<file path="config.mk">
export PLATFORM = sky130hd
export DESIGN_NAME = pong_match_datapath
export DESIGN_NICKNAME = d
export VERILOG_FILES = /design/src/rtl/pong_pkg.sv /design/src/rtl/pong_tick_div.sv /design/src/rtl/pong_match_datapath.sv
export SDC_FILE = /design/constraint.sdc
export NUM_CORES = 1
export LEC_CHECK = 0
export ABC_AREA = 0
export BUFFER_PORTS_ARGS = -buffer_cell sky130_fd_sc_hd__buf_4
export CAP_MARGIN = 0
export CORE_UTILIZATION = 58
export DETAILED_ROUTE_END_ITERATION = 8
export HOLD_SLACK_MARGIN = 0.1
export PLACE_DENSITY = 0.83
export SYNTH_ARGS = -nofsm -noshare
export SYNTH_HDL_FRONTEND = slang
export SYNTH_SLANG_ARGS = --single-unit
export TNS_END_PERCENT = 1
</file>
<file path="constraint.sdc">
create_clock -name Clk -period 7.3 [get_ports Clk]
set_clock_uncertainty 0.2 [all_clocks]
set_input_delay 1.095 -clock Clk [delete_from_list [all_inputs] [get_ports Clk]]
set_output_delay 1.095 -clock Clk [all_outputs]
set_load 0.05 [all_outputs]
</file>
<file path="src/rtl/pong_pkg.sv">
// Shared constants for the match datapath: FSM encoding, default timing and
// the ball-period calculation used by the top level.
package pong_pkg;

  localparam logic [1:0] ST_IDLE  = 2'd0;
  localparam logic [1:0] ST_SERVE = 2'd1;
  localparam logic [1:0] ST_PLAY  = 2'd2;
  localparam logic [1:0] ST_WON   = 2'd3;

  localparam int unsigned DEF_LEVEL_CYCLES = 32'd2_000_000_000;
  localparam int unsigned DEF_SERVE_CYCLES = 32'd500_000_000;
  localparam int unsigned DEF_BASE_DIV     = 32'd2_000_000;
  localparam int unsigned DEF_DIV_STEP     = 32'd100_000;
  localparam int unsigned DEF_MIN_DIV      = 32'd200_000;

  localparam int DIV_W = 32;

  // Wide signed intermediate so a large k pushes the period below the floor
  // instead of wrapping around.
  function automatic logic [DIV_W-1:0] calc_period(input int unsigned k,
                                                   input int unsigned base,
                                                   input int unsigned step,
                                                   input int unsigned min_div);
    longint p;
    p = longint'(base) - longint'(k) * longint'(step);
    if (p < longint'(min_div)) p = longint'(min_div);
    return p[DIV_W-1:0];
  endfunction

endpackage

</file>
<file path="src/rtl/pong_tick_div.sv">
// Programmable ball-tick divider: one-cycle tick every `period` enabled cycles,
// with the period sampled only at a wrap so changes never shorten a count.
module pong_tick_div
  import pong_pkg::*;
(
  input  logic             Clk,
  input  logic             Rst,
  input  logic             en,
  input  logic [DIV_W-1:0] period,
  output logic             tick
);

  logic [DIV_W-1:0] cnt_q, cnt_d;
  logic [DIV_W-1:0] per_q, per_d;
  logic             tick_q, tick_d;

  always_comb begin
    cnt_d  = cnt_q;
    per_d  = per_q;
    tick_d = 1'b0;
    if (!en) begin
      cnt_d = '0;
      per_d = period;
    end else if (cnt_q == per_q - DIV_W'(1)) begin
      cnt_d  = '0;
      per_d  = period;
      tick_d = 1'b1;
    end else begin
      cnt_d = cnt_q + DIV_W'(1);
    end
  end

  always_ff @(posedge Clk or negedge Rst) begin
    if (!Rst) begin
      cnt_q  <= '0;
      per_q  <= '0;
      tick_q <= 1'b0;
    end else begin
      cnt_q  <= cnt_d;
      per_q  <= per_d;
      tick_q <= tick_d;
    end
  end

  assign tick = tick_q;

endmodule

</file>
<file path="src/rtl/pong_match_datapath.sv">
// Match datapath: serve/play/won FSM, N-player versus scores, practice hits and
// levels, and the ball-tick divider feeding the motion logic.
module pong_match_datapath
  import pong_pkg::*;
#(
  parameter int          NUM_PLAYERS  = 2,
  parameter int          SW           = 4,
  parameter int          WIN_SCORE    = 5,
  parameter int          NUM_LEVELS   = 10,
  parameter int unsigned LEVEL_CYCLES = DEF_LEVEL_CYCLES,
  parameter int unsigned SERVE_CYCLES = DEF_SERVE_CYCLES,
  parameter int unsigned BASE_DIV     = DEF_BASE_DIV,
  parameter int unsigned DIV_STEP     = DEF_DIV_STEP,
  parameter int unsigned MIN_DIV      = DEF_MIN_DIV,
  localparam int         PW           = (NUM_PLAYERS > 1) ? $clog2(NUM_PLAYERS) : 1,
  localparam int         LW           = (NUM_LEVELS > 1) ? $clog2(NUM_LEVELS) : 1
) (
  input  logic                      Clk,
  input  logic                      Rst,
  input  logic                      mode,
  input  logic [1:0]                speed_sel,
  input  logic                      round_start,
  input  logic                      hit,
  input  logic                      point_valid,
  input  logic [PW-1:0]             point_player,
  input  logic                      clear_all,
  output logic                      ball_tick,
  output logic                      serve_pause,
  output logic [LW-1:0]             level,
  output logic [SW-1:0]             hit_count,
  output logic [NUM_PLAYERS*SW-1:0] scores,
  output logic                      winner_valid,
  output logic [PW-1:0]             winner_id
);

  logic [1:0]             state_q, state_d;
  logic                   mode_q, mode_d;
  logic [31:0]            serve_tmr_q, serve_tmr_d;
  logic [31:0]            lvl_tmr_q, lvl_tmr_d;
  logic [LW-1:0]          level_q, level_d;
  logic [SW-1:0]          hit_q, hit_d;
  logic                   win_q, win_d;
  logic [PW-1:0]          win_id_q, win_id_d;
  logic [NUM_PLAYERS-1:0] win_hit;
  logic                   pt_ok, pt_wins, tick_raw;
  logic [DIV_W-1:0]       period;

  // Practice accepts any point; versus drops points for non-existent players.
  assign pt_ok   = point_valid && (state_q == ST_PLAY) &&
                   (!mode_q || (int'(point_player) < NUM_PLAYERS));
  assign pt_wins = |win_hit;

  for (genvar gi = 0; gi < NUM_PLAYERS; gi++) begin : g_score
    logic [SW-1:0] score_q, score_d;
    logic          inc;
    assign inc         = pt_ok && mode_q && (int'(point_player) == gi);
    assign win_hit[gi] = inc && (score_q == SW'(WIN_SCORE - 1));
    always_comb begin
      score_d = score_q;
      if (clear_all)                                 score_d = '0;
      else if (inc && (score_q != SW'(WIN_SCORE)))   score_d = score_q + SW'(1);
    end
    always_ff @(posedge Clk or negedge Rst) begin
      if (!Rst) score_q <= '0;
      else      score_q <= score_d;
    end
    assign scores[gi*SW +: SW] = score_q;
  end

  always_comb begin
    state_d     = state_q;
    mode_d      = mode_q;
    serve_tmr_d = '0;
    lvl_tmr_d   = lvl_tmr_q;
    level_d     = level_q;
    hit_d       = hit_q;
    win_d       = win_q;
    win_id_d    = win_id_q;
    case (state_q)
      ST_IDLE: if (round_start) begin
        state_d = ST_SERVE;
        mode_d  = mode;
      end
      ST_SERVE: begin
        if (serve_tmr_q == SERVE_CYCLES - 1) state_d = ST_PLAY;
        else                                 serve_tmr_d = serve_tmr_q + 32'd1;
      end
      ST_PLAY: begin
        if (pt_ok) begin
          if (pt_wins) begin
            state_d  = ST_WON;
            win_d    = 1'b1;
            win_id_d = point_player;
          end else begin
            state_d = ST_SERVE;
          end
        end else if (hit && !mode_q && (hit_q != '1)) begin
          hit_d = hit_q + SW'(1);
        end
        if (!mode_q) begin
          if (lvl_tmr_q == LEVEL_CYCLES - 1) begin
            lvl_tmr_d = '0;
            if (level_q != LW'(NUM_LEVELS - 1)) level_d = level_q + LW'(1);
          end else begin
            lvl_tmr_d = lvl_tmr_q + 32'd1;
          end
        end
      end
      default: ;
    endcase
    if (clear_all) begin
      state_d     = ST_IDLE;
      mode_d      = 1'b0;
      serve_tmr_d = '0;
      lvl_tmr_d   = '0;
      level_d     = '0;
      hit_d       = '0;
      win_d       = 1'b0;
      win_id_d    = '0;
    end
  end

  always_ff @(posedge Clk or negedge Rst) begin
    if (!Rst) begin
      state_q     <= ST_IDLE;
      mode_q      <= 1'b0;
      serve_tmr_q <= '0;
      lvl_tmr_q   <= '0;
      level_q     <= '0;
      hit_q       <= '0;
      win_q       <= 1'b0;
      win_id_q    <= '0;
    end else begin
      state_q     <= state_d;
      mode_q      <= mode_d;
      serve_tmr_q <= serve_tmr_d;
      lvl_tmr_q   <= lvl_tmr_d;
      level_q     <= level_d;
      hit_q       <= hit_d;
      win_q       <= win_d;
      win_id_q    <= win_id_d;
    end
  end

  assign period = calc_period(mode_q ? 32'(speed_sel) : 32'(level_q),
                              BASE_DIV, DIV_STEP, MIN_DIV);

  pong_tick_div u_tick_div (
    .Clk    (Clk),
    .Rst    (Rst),
    .en     (state_q == ST_PLAY),
    .period (period),
    .tick   (tick_raw)
  );

  // A wrap landing on the PLAY exit edge must not leak a tick into SERVE/WON.
  assign ball_tick    = tick_raw & (state_q == ST_PLAY);
  assign serve_pause  = (state_q == ST_SERVE);
  assign level        = level_q;
  assign hit_count    = hit_q;
  assign winner_valid = win_q;
  assign winner_id    = win_id_q;

endmodule

</file>
## After elaboration in Yosys (flattened, before gate mapping)

Cells that the tools add are included.

- Muxes and demuxes: 45
- Multiply operators: 1
- $lt $le $gt $ge: 1
- Add/subtract/negate cells: 9
- Bitwise logic cells: 2
- Equality and inequality tests: 17
- Reduce and logical (&&, ||, !) cells: 30

Operator list:

| operator | number |
|---|---|
| 32-bit 2-to-1 mux | 12 |
| 32-bit by 1-bit adder with 32-bit output (second input constant) | 3 |
| 4-bit 2-to-1 mux | 14 |
| 32-bit by 29-bit == test with 1-bit output (second input constant) | 1 |
| 32-bit by 31-bit == test with 1-bit output (second input constant) | 1 |
| 32-bit == test | 1 |
| 32-bit by 1-bit subtractor with 32-bit output (second input constant) | 1 |
| 22-bit by 19-bit < comparator with 1-bit output (second input constant) | 1 |
| 21-bit by 21-bit subtractor with 22-bit output (first input constant) | 1 |
| 2-bit nonzero test | 10 |
| 4-bit by 1-bit adder with 4-bit output (second input constant) | 4 |
| 4-bit by 12-bit multiplier with 16-bit output (second input constant) | 1 |
| 1-bit 2-to-1 mux | 13 |
| 1-bit logical AND | 10 |
| 2-bit 2-to-1 mux | 5 |
| 4-bit by 3-bit == test with 1-bit output (second input constant) | 2 |
| 4-bit by 3-bit inequality test with 1-bit output (second input constant) | 2 |
| 4-bit inequality test (second input constant) | 2 |
| 4-bit AND reduction | 2 |
| 2-bit inequality test (second input constant) | 3 |
| 3-bit inequality test (second input constant) | 2 |
| 2-bit one-hot mux with 3 select lines | 1 |
| 3-bit AND reduction | 2 |
| 2-bit AND reduction | 2 |
| 9 further kinds | 9 |

- Output and inout port bits: 20
- Bits in registers: 150

## Logic depth before layout (Yosys ltp)

Gate-level depths: netlist of the first run.

- Depth in word-level cells: 10
- Mapped depth: 22
- Depth with buffers taken out: 20

## By module

Synthesis of the first run repeated with hierarchy kept, for this count alone.

- Cell total of the unflattened synthesis: 1020
- Area, all modules: 9599.2 µm²

Modules (own cells, without submodules):

| module | times used | seq. area each (µm²) | cells an instance | area each (µm²) |
|---|---|---|---|---|
| pong_match_datapath | 1 | 2127.0 | 637 | 5688.0 |
| pong_tick_div | 1 | 1626.6 | 383 | 3911.3 |

## Least setup slack after synthesis of the first run

Ideal clock, no wire load.

- Kind: input to register
- From: in speed_sel[1]
- To: reg u_tick_div.per_q[14]
- Path buffers: 1
- Stages on the path: 20
- Arrival time: 4.969 ns
- Setup slack: 2.066 ns
- Path through: nand2_1 o21a_1 inv_1 ha_1 xnor2_1 ha_1 a21o_1 ha_1 a31oi_1 a22oi_1 xnor2_1 nor4_1 o21ai_0 xor2_1 nor3_1 nor4_1 ha_1 clkbuf_1 o31ai_1 o21a_1

- Word-level cells in the longest chain between the ends: 7

Ends and longest elaborated chain:

| item | RTL line | text |
|---|---|---|
| start: declaration | pong_match_datapath.sv:21 | `input logic [1:0] speed_sel,` |
| 4-bit 2-to-1 mux * | pong_match_datapath.sv:145 | `assign period = calc_period(mode_q ? 32'(speed_sel) : 32'(level_q),` |
| 4-bit by 12-bit multiplier with 16-bit output * | pong_pkg.sv:25 | `p = longint'(base) - longint'(k) * longint'(step);` |
| 21-bit by 21-bit subtractor with 22-bit output * | pong_pkg.sv:25 |  |
| 22-bit by 19-bit < comparator with 1-bit output | pong_pkg.sv:26 | `if (p < longint'(min_div)) p = longint'(min_div);` |
| 32-bit 2-to-1 mux * | pong_pkg.sv:26 |  |
| 32-bit 2-to-1 mux | pong_tick_div.sv:24 | `end else if (cnt_q == per_q - DIV_W'(1)) begin` |
| 32-bit 2-to-1 mux * | pong_tick_div.sv:21 | `if (!en) begin` |
| end signal: assignment | pong_tick_div.sv:40 | `per_q <= per_d;` |
| end: declaration | pong_tick_div.sv:14 | `logic [DIV_W-1:0] per_q, per_d;` |

Mark *: on every way between the ends. The rest lies on a longest branch, timed or not. The select of a mux whose other input is x is not followed.
A chain may end at the register's enable or synchronous reset.

## Final worst setup path of the first run

- From: in speed_sel[0]
- To: reg u_tick_div.per_q[20]

Same word-level chain as after synthesis.

==> results of run 1 <==
flip-flops by register name, indices dropped and copies added, names as in the netlist:
| register | flops |
|---|---|
| g_score.score_q | 8 |
| hit_count | 4 |
| level | 4 |
| lvl_tmr_q | 32 |
| mode_q | 1 |
| serve_tmr_q | 32 |
| state_q | 2 |
| u_tick_div.cnt_q | 32 |
| u_tick_div.per_q | 17 |
| u_tick_div.tick | 1 |
| winner_id | 1 |
| winner_valid | 1 |
cells by family (layout without fill, tap and decap cells):
logic type | count (synthesis) | count (layout) | share of synthesized area (%)
AND/OR/NAND/NOR | 418 | 418 | 25.4
XOR/XNOR | 136 | 136 | 14.5
flip-flops | 135 | 135 | 41.0
AO/OA/AOI/OAI | 106 | 106 | 9.05
buffers and inverters | 59 | 98 | 3.21
adder cells (fa/ha/maj) | 36 | 36 | 5.47
multiplexers | 11 | 11 | 1.40
worst register-to-register path: stages, from the launching register on:
cell and delay, ns:
sky130_fd_sc_hd__dfrtp_1 0.59, sky130_fd_sc_hd__mux2i_1 0.61, sky130_fd_sc_hd__inv_1 0.26, sky130_fd_sc_hd__ha_1 0.26
sky130_fd_sc_hd__a21o_1 0.15, sky130_fd_sc_hd__ha_1 0.33, sky130_fd_sc_hd__a31oi_1 0.43, sky130_fd_sc_hd__xor2_1 0.31
sky130_fd_sc_hd__o21ai_0 0.25, sky130_fd_sc_hd__nor4_1 0.47, sky130_fd_sc_hd__o21ai_0 0.26, sky130_fd_sc_hd__nand2_1 0.14
sky130_fd_sc_hd__xor2_1 0.23, sky130_fd_sc_hd__nor4_1 0.09, sky130_fd_sc_hd__ha_1 0.52, sky130_fd_sc_hd__inv_1 0.13
sky130_fd_sc_hd__and2_1 0.20, sky130_fd_sc_hd__a2bb2o_4 0.20
how the worst max path moves through the flow:
stage          depth (start not counted)              endpoint         start
3_3_place_gp                          18  u_tick_div.per_q[18]  speed_sel[0]
4_1_cts                               18  u_tick_div.per_q[20]  speed_sel[0]
3_5_place_dp                          18  u_tick_div.per_q[20]  speed_sel[0]
2_1_floorplan                         20  u_tick_div.per_q[14]  speed_sel[1]
5_1_grt                               18  u_tick_div.per_q[18]  speed_sel[0]
6_report                              18  u_tick_div.per_q[20]  speed_sel[0]
layer usage:
metal	vias up	routed length [µm]	share of wire (%)
met3	39	596	3.4
li1	3195	-	-
met5	-	0	0
met4	0	399	2.2
met2	118	8810	50
met1	3205	7970	45
through the flow:
stage	setup slack [ns]	hold WS, ns	cell area [µm²]	utilization [%]	total power (W)
2_1_floorplan	2.07	0.233	8240	-	0.00112
3_3_place_gp	1.48	0.253	8600	61.9	0.00120
3_5_place_dp	1.14	0.257	8600	61.9	0.00121
4_1_cts	1.56	0.267	9140	65.9	0.00200
5_1_grt	1.08	0.302	9140	65.9	0.00209
6_report	1.46	0.264	9140	65.9	0.00200
power by group through the flow:
stage	Sequential [W]	Clock (W)	Combinational, W
detailed placement	0.000856	0	0.000354
global route	0.000851	0.000831	0.000408
floorplan	0.000834	0	0.000287
global placement	0.000854	0	0.000346
finish	0.000845	0.000791	0.000364
CTS	0.000844	0.000796	0.000362
area by class of cell:
cell class	count	area (µm²)	area share (%)
timing repair buffer	34	259	2.83
tap	180	225	2.46
multi-input combinational	707	4610	50.4
inverter	33	124	1.35
sequential	135	3380	37.0
clock inverter	10	73.8	0.807
clock buffer	21	470	5.15
layout by cell type, fill, tap and decap left out, drive strengths merged, types with 8 or more instances in the layout:
master,synthesis,final
a21oi,20,20
or3,11,11
clkbuf,19,21
and3,12,12
nor3b,8,8
and4,8,8
nor2,147,147
inv,33,34
nand2,69,69
buf,7,34
ha,36,36
nand4,35,35
o21ai,31,31
and2,15,15
dfrtp,135,135
nand3,48,48
nor3,16,16
nor4,13,13
xor2,84,84
xnor2,52,52
==> results by stage, run 1 <==
Outcome:
- The run finished with clean final reports.

Worst hold path:
- The class of the tightest hold or removal check is flop to flop.
- The end point of the most critical hold path is serve_tmr_q[0].
- The worst hold path stage count is 1.
- The startpoint of the worst hold path is serve_tmr_q[0].

Floorplan:
- The floorplan step set the die height to 121 µm.
- The initialized floorplan defines 43 standard-cell rows.
- The floorplan step set the die width to 121 µm.
- The overall die area is 0.0147 mm².
- For this configuration, the core starts out at a cell density of 59.3%.
- During I/O placement, the number of pins put on the boundary was 30.
- The core region is 0.0139 mm².

Route:
- Using the TritonRoute via totals, the vias-per-cell ratio works out to 5.85.
- For this run, design rule violations remaining after detail routing come to 0.
- Dividing the detail-routed wire length by the instance count gives 15.9 µm.
- The post-route antenna net violation count is 0.
- Across all layers, the routed design uses 6557 vias.
- Wires add up to 17800 µm.
- The number of optimization iterations in the first detailed-route pass is 7.
- In this run, the number of DRC markers left after iteration 0 of detailed routing was 598.

Worst setup path:
- Counting cells, the worst reg-to-reg path comes to 17.
- STA classifies the critical path startpoint as an input pin.
- The nature of the critical path endpoint is a flop.
- The delay contributed by the slowest stage of the critical path is 0.52 ns.
- Setup slack on the worst reg-to-reg path comes out at 1.54 ns.
- The data arrival time of the worst path is 5.95 ns.
- Data on the critical path is required at its endpoint by 7.41 ns.
- In this run the critical register-to-register path is launched from mode_q.
- The most frequent cell on the critical path is sky130_fd_sc_hd__ha_1.
- The cell with the biggest individual delay on the critical path is sky130_fd_sc_hd__ha_1.
- The kind of cell with the highest combined delay along the critical path is compound AO/OA/AOI/OAI gates.
- The reg-to-reg endpoint is u_tick_div.per_q[20].
- The count of buffering cells on the critical path with inverters included is 3.
- The type of the worst setup path is input pin to flop.
- Of all nets on the critical path, the largest fanout is 12.
- The signal on the critical path passes through buf_4 > mux2i_1 > inv_1 > ha_1 > a21o_1 > ha_1 > a31oi_1 > xor2_1 > o21ai_0 > nor4_1 > o21ai_0 > nand2_1 > xor2_1 > nor4_1 > ha_1 > inv_1 > and2_1 > a2bb2o_4.

Power and ir drop:
- The internal power component is 0.00138 W.
- The net switching power figure is 0.000617 W.
- The clock share of power is 39.6%.
- The worst-case vdd ir drop is 0.170 mV.
- The share of total power in sequential cells is 42.3%.
- The power per standard cell area is 219 mW/mm².
- For this design the static power due to leakage is 3.96 nW.
- Net switching is 30.8% of the power.
- The combinational power share is 18.2%.

Logic synthesis:
- The Yosys warning count is 0.
- Sorting the synthesized cells by area gives the leading types as sky130_fd_sc_hd__dfrtp_1, sky130_fd_sc_hd__xor2_1, sky130_fd_sc_hd__nor2_1.
- Yosys mapped a number of flops with a built-in enable equal to 0.
- By count the netlist is led by sky130_fd_sc_hd__nor2_1, sky130_fd_sc_hd__dfrtp_1, sky130_fd_sc_hd__xor2_1, sky130_fd_sc_hd__nand2_1, sky130_fd_sc_hd__xnor2_1.
- The area share of the largest cell type after synthesis is 41.0%.
- The number of synthesized register bits is 135.
- The fraction of synthesis flops using an asynchronous set or reset pin is 100%.
- The largest total area in the synthesized netlist belongs to sky130_fd_sc_hd__dfrtp_1.
- Summing every instance area after synthesis gives 0.00824 mm².
- The number of distinct library cell variants in the gate-level netlist after synthesis is 64.
- The post-synthesis average cell area is 9.14 µm².
- Summing the sequential cell areas from Yosys gives 41.0% of the chip area.
- Synthesis produced a netlist whose cell count is 901.
- The post-synthesis net count is 947.
- In the synthesized netlist the dominant register cell turns out to be sky130_fd_sc_hd__dfrtp_1.
- The library cell with the highest instance count after synthesis is sky130_fd_sc_hd__nor2_1.

Global route:
- The first global-routing pass estimated 30500 µm of wire.
- The via count of the first global-routing pass is 6620.
- The met3 demand-to-capacity share in global routing is 5.36%.
- met2 is the most crowded layer.
- The combined global-route utilization of all metal layers is 26.3%.
- For met1 alone, demand over resource in global routing was 32.5%.
- Entering global routing, the biggest net connects 72 pins.
- The global-route congestion overflow total is 0.
- The initial antenna violation count is 0.
- The met2 track demand over resource is 44.9%.

Flow run:
- The count of max-cap constraint violations is 0.

Timing:
- The measured slew at the worst slew-check pin is 0.801 ns.
- The portion of the clock cycle consumed by the worst path in the final layout is 80.0%.
- The number of hold violations in the final report came to 0.
- The final number of setup-violating endpoints is 0.
- The worst max-slew margin expressed relative to the limit is 46.6%.
- Derived from the worst setup path, the maximum achievable clock frequency is 0.171 GHz.
- Summed over all failing endpoints, the final setup total negative slack is 0 ns.
- The total count of max-transition violations in the final report is 0.
- The time the worst path needs with I/O delays and setup is 5.84 ns.
- Setup repair after global routing left no endpoint under its margin.

CTS:
- Once the clock tree was built, the resizer swapped 0 gates to a different size.
- The root buffer cell chosen for the clock tree is sky130_fd_sc_hd__clkbuf_16.
- The later pin in the worst-skew pair is clocked with a latency of 0.42 ns.
- The clock transition time at the flip-flop clock pins of the worst setup and hold paths is 0.06 ns.
- The maximum count of clock buffers along a single path is 2.
- The number of H-tree levels is 4.
- The number of hold buffers added after CTS was 0.
- Counting every sink on the clock net gives 135.
- Once the clock tree was built, the setup fixing pass inserted 0 buffers.
- TritonCTS built the clock tree.
- TritonCTS created 17 clock buffers.

Cells and area:
- The relative area change from synthesis to final layout is 11.0%.
- The repair_antennas step left the layout with diodes totalling 0.
- The number of standard cells in the final layout excluding fillers is 1120.
- The number of fill cells is 1078.
- After the last flow step, the layout net total stands at 974.
- The post-route netlist has 9.04% of its cells at a drive strength greater than 1.

Placed design:
- The HPWL after detailed placement is 11900 µm.
- The port buffer count is 29.
- The final weighted congestion of routability-driven global placement is 0.845.
- In this run, placement finished with an instance count of 1089.
No activity file was read; power rests on OpenSTA's default activity.
==> inputs of run 2 (changes only) <==
--- a/config.mk
+++ b/config.mk
@@ -8,10 +8,10 @@
 export ABC_AREA = 0
 export BUFFER_PORTS_ARGS = -buffer_cell sky130_fd_sc_hd__buf_4
 export CAP_MARGIN = 0
-export CORE_UTILIZATION = 58
+export CORE_UTILIZATION = 57
 export DETAILED_ROUTE_END_ITERATION = 8
 export HOLD_SLACK_MARGIN = 0.1
-export PLACE_DENSITY = 0.83
+export PLACE_DENSITY = 0.85
 export SYNTH_ARGS = -nofsm -noshare
 export SYNTH_HDL_FRONTEND = slang
 export SYNTH_SLANG_ARGS = --single-unit
==> constraint.sdc (replaced) <==
create_clock -name Clk -period 5.1 [get_ports Clk]
set_clock_uncertainty 0.2 [all_clocks]
set_input_delay 0.765 -clock Clk [delete_from_list [all_inputs] [get_ports Clk]]
set_output_delay 0.765 -clock Clk [all_outputs]
set_load 0.05 [all_outputs]
==> results by stage, run 2 (synthesis results as in run 1) <==
Route:
- In the routed design, unresolved DRC markers number 0.
- The starting DRC count in detailed routing is 427.
- Dividing the detail-routed wire length by the instance count gives 15.6 µm.
- The post-route antenna net violation count is 0.
- For this run, the detailed router's first-pass iteration total came to 5.
- The number of vias per cell is 5.87.
- Across all layers, the routed design uses 6705 vias.
- The routed design has 17800 µm of wire.

Timing:
- The final number of setup-violating endpoints is 0.
- The final hold slack is 0.232 ns.
- The portion of the clock cycle consumed by the worst path in the final layout is 94.3%.
- The total count of max-transition violations in the final report is 0.
- Counting I/O delays and the setup requirement, the final critical path takes 4.81 ns.
- The measured slew at the worst slew-check pin is 0.900 ns.
- The number of hold violations in the final report is 0.
- The highest achievable clock rate is 0.208 GHz.
- The worst max-slew margin expressed relative to the limit is 40.0%.

Worst setup path:
- For the worst setup path, the data arrival time is 4.97 ns.
- The cell with the biggest individual delay on the critical path is sky130_fd_sc_hd__dfrtp_2.
- The worst flop-to-flop path startpoint is mode_q.
- The kind of start point of the critical path is a flop.
- The endpoint identified for the worst register-to-register timing path is u_tick_div.per_q[14].
- The most frequent cell on the critical path is sky130_fd_sc_hd__ha_1.
- In this run the worst setup path begins at mode_q.
- The highest fanout seen on the critical path is 7.
- At the worst endpoint, the required time is 5.26 ns.
- The critical path goes through nand2_1 > o21a_1 > inv_1 > ha_1 > xnor2_1 > ha_1 > a21o_1 > ha_1 > a31oi_1 > buf_4 > a221oi_2 > o21ai_0 > xnor2_1 > buf_4 > o21ai_1 > nand2_1 > xor2_1 > nor4_2 > ha_2 > clkbuf_2 > o31ai_1 > o21a_1.
- The worst register-to-register path has a depth of 22.
- The delay contributed by the slowest stage of the critical path is 0.50 ns.
- The critical path is of the flop to flop type.
- Across all register-to-register paths, the minimum setup slack is 0.29 ns.
- The nature of the critical path endpoint is a flop.

Floorplan:
- The count of boundary I/O pins is 30.
- The die covers 0.0149 mm².
- From left edge to right edge, the die measures 122 µm.
- The standard cell core area is 0.0140 mm².
- The effective utilization at floorplan is 58.9%.
- The height of the die is 122 µm.
- The number of cell rows is 43.

Cells and area:
- The relative area change from synthesis to final layout is 13.9%.
- The largest registers in the layout are lvl_tmr_q x32, serve_tmr_q x32, u_tick_div.cnt_q x32.
- The most frequent standard cell in the layout excluding fill and tap cells is sky130_fd_sc_hd__nor2_1.
- The net total in the final layout is 996.
- Leaving out fill and tap cells, the most frequent cells in the layout are sky130_fd_sc_hd__nor2_1, sky130_fd_sc_hd__dfrtp_1, sky130_fd_sc_hd__xor2_1, sky130_fd_sc_hd__nand2_1, sky130_fd_sc_hd__buf_4.
- In the final layout, the multi-input gates occupy 0.00465 mm².
- Summing all flip-flop and latch instances after layout gives 0.00338 mm².
- Of the cells placed in the final design, the portion with a size suffix greater than 1 is 12.3%.
- Counting the fill cells in the layout gives 1072.
- 0 antenna diodes ended up in the layout.

Power and ir drop:
- The analysis attributes to net switching a power of 0.000945 W.
- Net switching is 32.2% of the power.
- The combinational power share is 18.4%.
- The share of total power in sequential cells is 41.1%.
- The power per standard cell area is 313 mW/mm².
- For this design the static power due to leakage is 4.07 nW.
- The worst-case IR drop observed on VDD is 0.242 mV.
- The total power is 0.00293 W.
- The clock network accounts for 40.6% of the total power.
- The internal power component is 0.00199 W.

CTS:
- The master cell of the clock root buffer is sky130_fd_sc_hd__clkbuf_16.
- The clock passes through at most 2 buffers.
- In this run, CTS created clock tree buffers numbering 17.
- The clock drives 135 sinks.
- The clock transition time at the flip-flop clock pins of the worst setup and hold paths is 0.07 ns.
- Clock latency on the worst-skew pair, taken at its later pin, is 0.43 ns.
- After clock tree synthesis, the flow added hold-fix buffers numbering 0.
- The CTS tree is done.
- The H-tree was split into 4 levels.

Global route:
- Global routing used 25.5% of the available tracks.
- The initial antenna violation count is 0.
- The total overflow left after global routing is 0.
- The wire length of the first global-routing pass is 29800 µm.
- The maximum number of pins on one net before global-route repair is 101.
- The via count of the first global-routing pass is 6367.

Placed design:
- The port buffer count is 29.
- The HPWL after detailed placement is 11900 µm.
- At the end of routability-driven placement, the weighted congestion stood at 0.893.

Flow run:
- The count of max-cap constraint violations is 0.

Outcome:
- The run finished with clean final reports.

Worst hold path:
- The path class of the tightest hold or removal check is input pin to async pin.
-- run 2: cell count changes in the layout (fill, tap and decap cells not counted), moves of 3 or more --
cell                       change
sky130_fd_sc_hd__buf_4        +20
sky130_fd_sc_hd__inv_6         +6
sky130_fd_sc_hd__clkbuf_8      -3
sky130_fd_sc_hd__clkinv_2      -3
sky130_fd_sc_hd__clkinv_4      -3
sky130_fd_sc_hd__inv_8         +3
-- run 2: cell type report --
cell class | count | area share, %
clock buffers | 17 | 4.54
clock inverters | 15 | 1.61
inverters | 33 | 1.32
multi-input cells | 707 | 49.6
flip-flops and latches | 135 | 36.0
well taps | 180 | 2.40
repair buffers | 56 | 4.47
-- run 2: worst max-delay path: cells and delay by family, from the launching register on --
kind | cells | cell delay [ns]
simple gates | 3 | 0.50
fa+ha+maj | 4 | 1.10
flops | 1 | 0.50
compound gates | 8 | 1.39
xor+xnor | 3 | 0.50
buf+inv | 4 | 0.57
-- run 2: power groups by stage --
| stage | logic (W) | registers [W] | clock network (W) |
|---|---|---|---|
| after CTS | 0.000532 | 0.00120 | 0.00121 |
| after floorplan | 0.000411 | 0.00119 | 0 |
| after global placement | 0.000510 | 0.00122 | 0 |
| after detailed placement | 0.000523 | 0.00122 | 0 |
| after global routing | 0.000595 | 0.00121 | 0.00125 |
| final | 0.000538 | 0.00120 | 0.00119 |
-- run 2: how the worst max path moves through the flow --
stage                                 endpoint  slack [ns]
after floorplan           u_tick_div.per_q[14]        0.20
after global placement    u_tick_div.per_q[20]        0.12
after detailed placement  u_tick_div.per_q[20]       -0.05
after CTS                 u_tick_div.per_q[20]        0.05
after global routing      u_tick_div.per_q[14]       -0.06
final                     u_tick_div.per_q[14]        0.29
-- run 2: per-layer routing --
layer	share of wire, %	vias up	global-route usage (%)
met3	5.2	30	5.67
met2	49	204	41.2
met4	1.4	0	8.84
met1	45	3226	33.9
li1	-	3245	-
met5	0	-	0
-- run 2: per-stage QoR --
step	setup TNS [ns]	setup WS [ns]	cells	utilization, %	instance area (µm²)
after floorplan	0	0.196	901	-	8240
after global placement	0	0.120	1108	62.5	8740
after detailed placement	-0.113	-0.0534	1108	62.5	8740
after CTS	0	0.0469	1140	66.6	9320
after global routing	-0.0662	-0.0617	1143	67.0	9380
final	0	0.290	1143	67.0	9380
-- run 2: repair_timing --
action | in CTS | in global routing
buffers inserted | 0 | 3
resized for setup | 0 | 13
endpoints found under the setup margin | 0 | 16
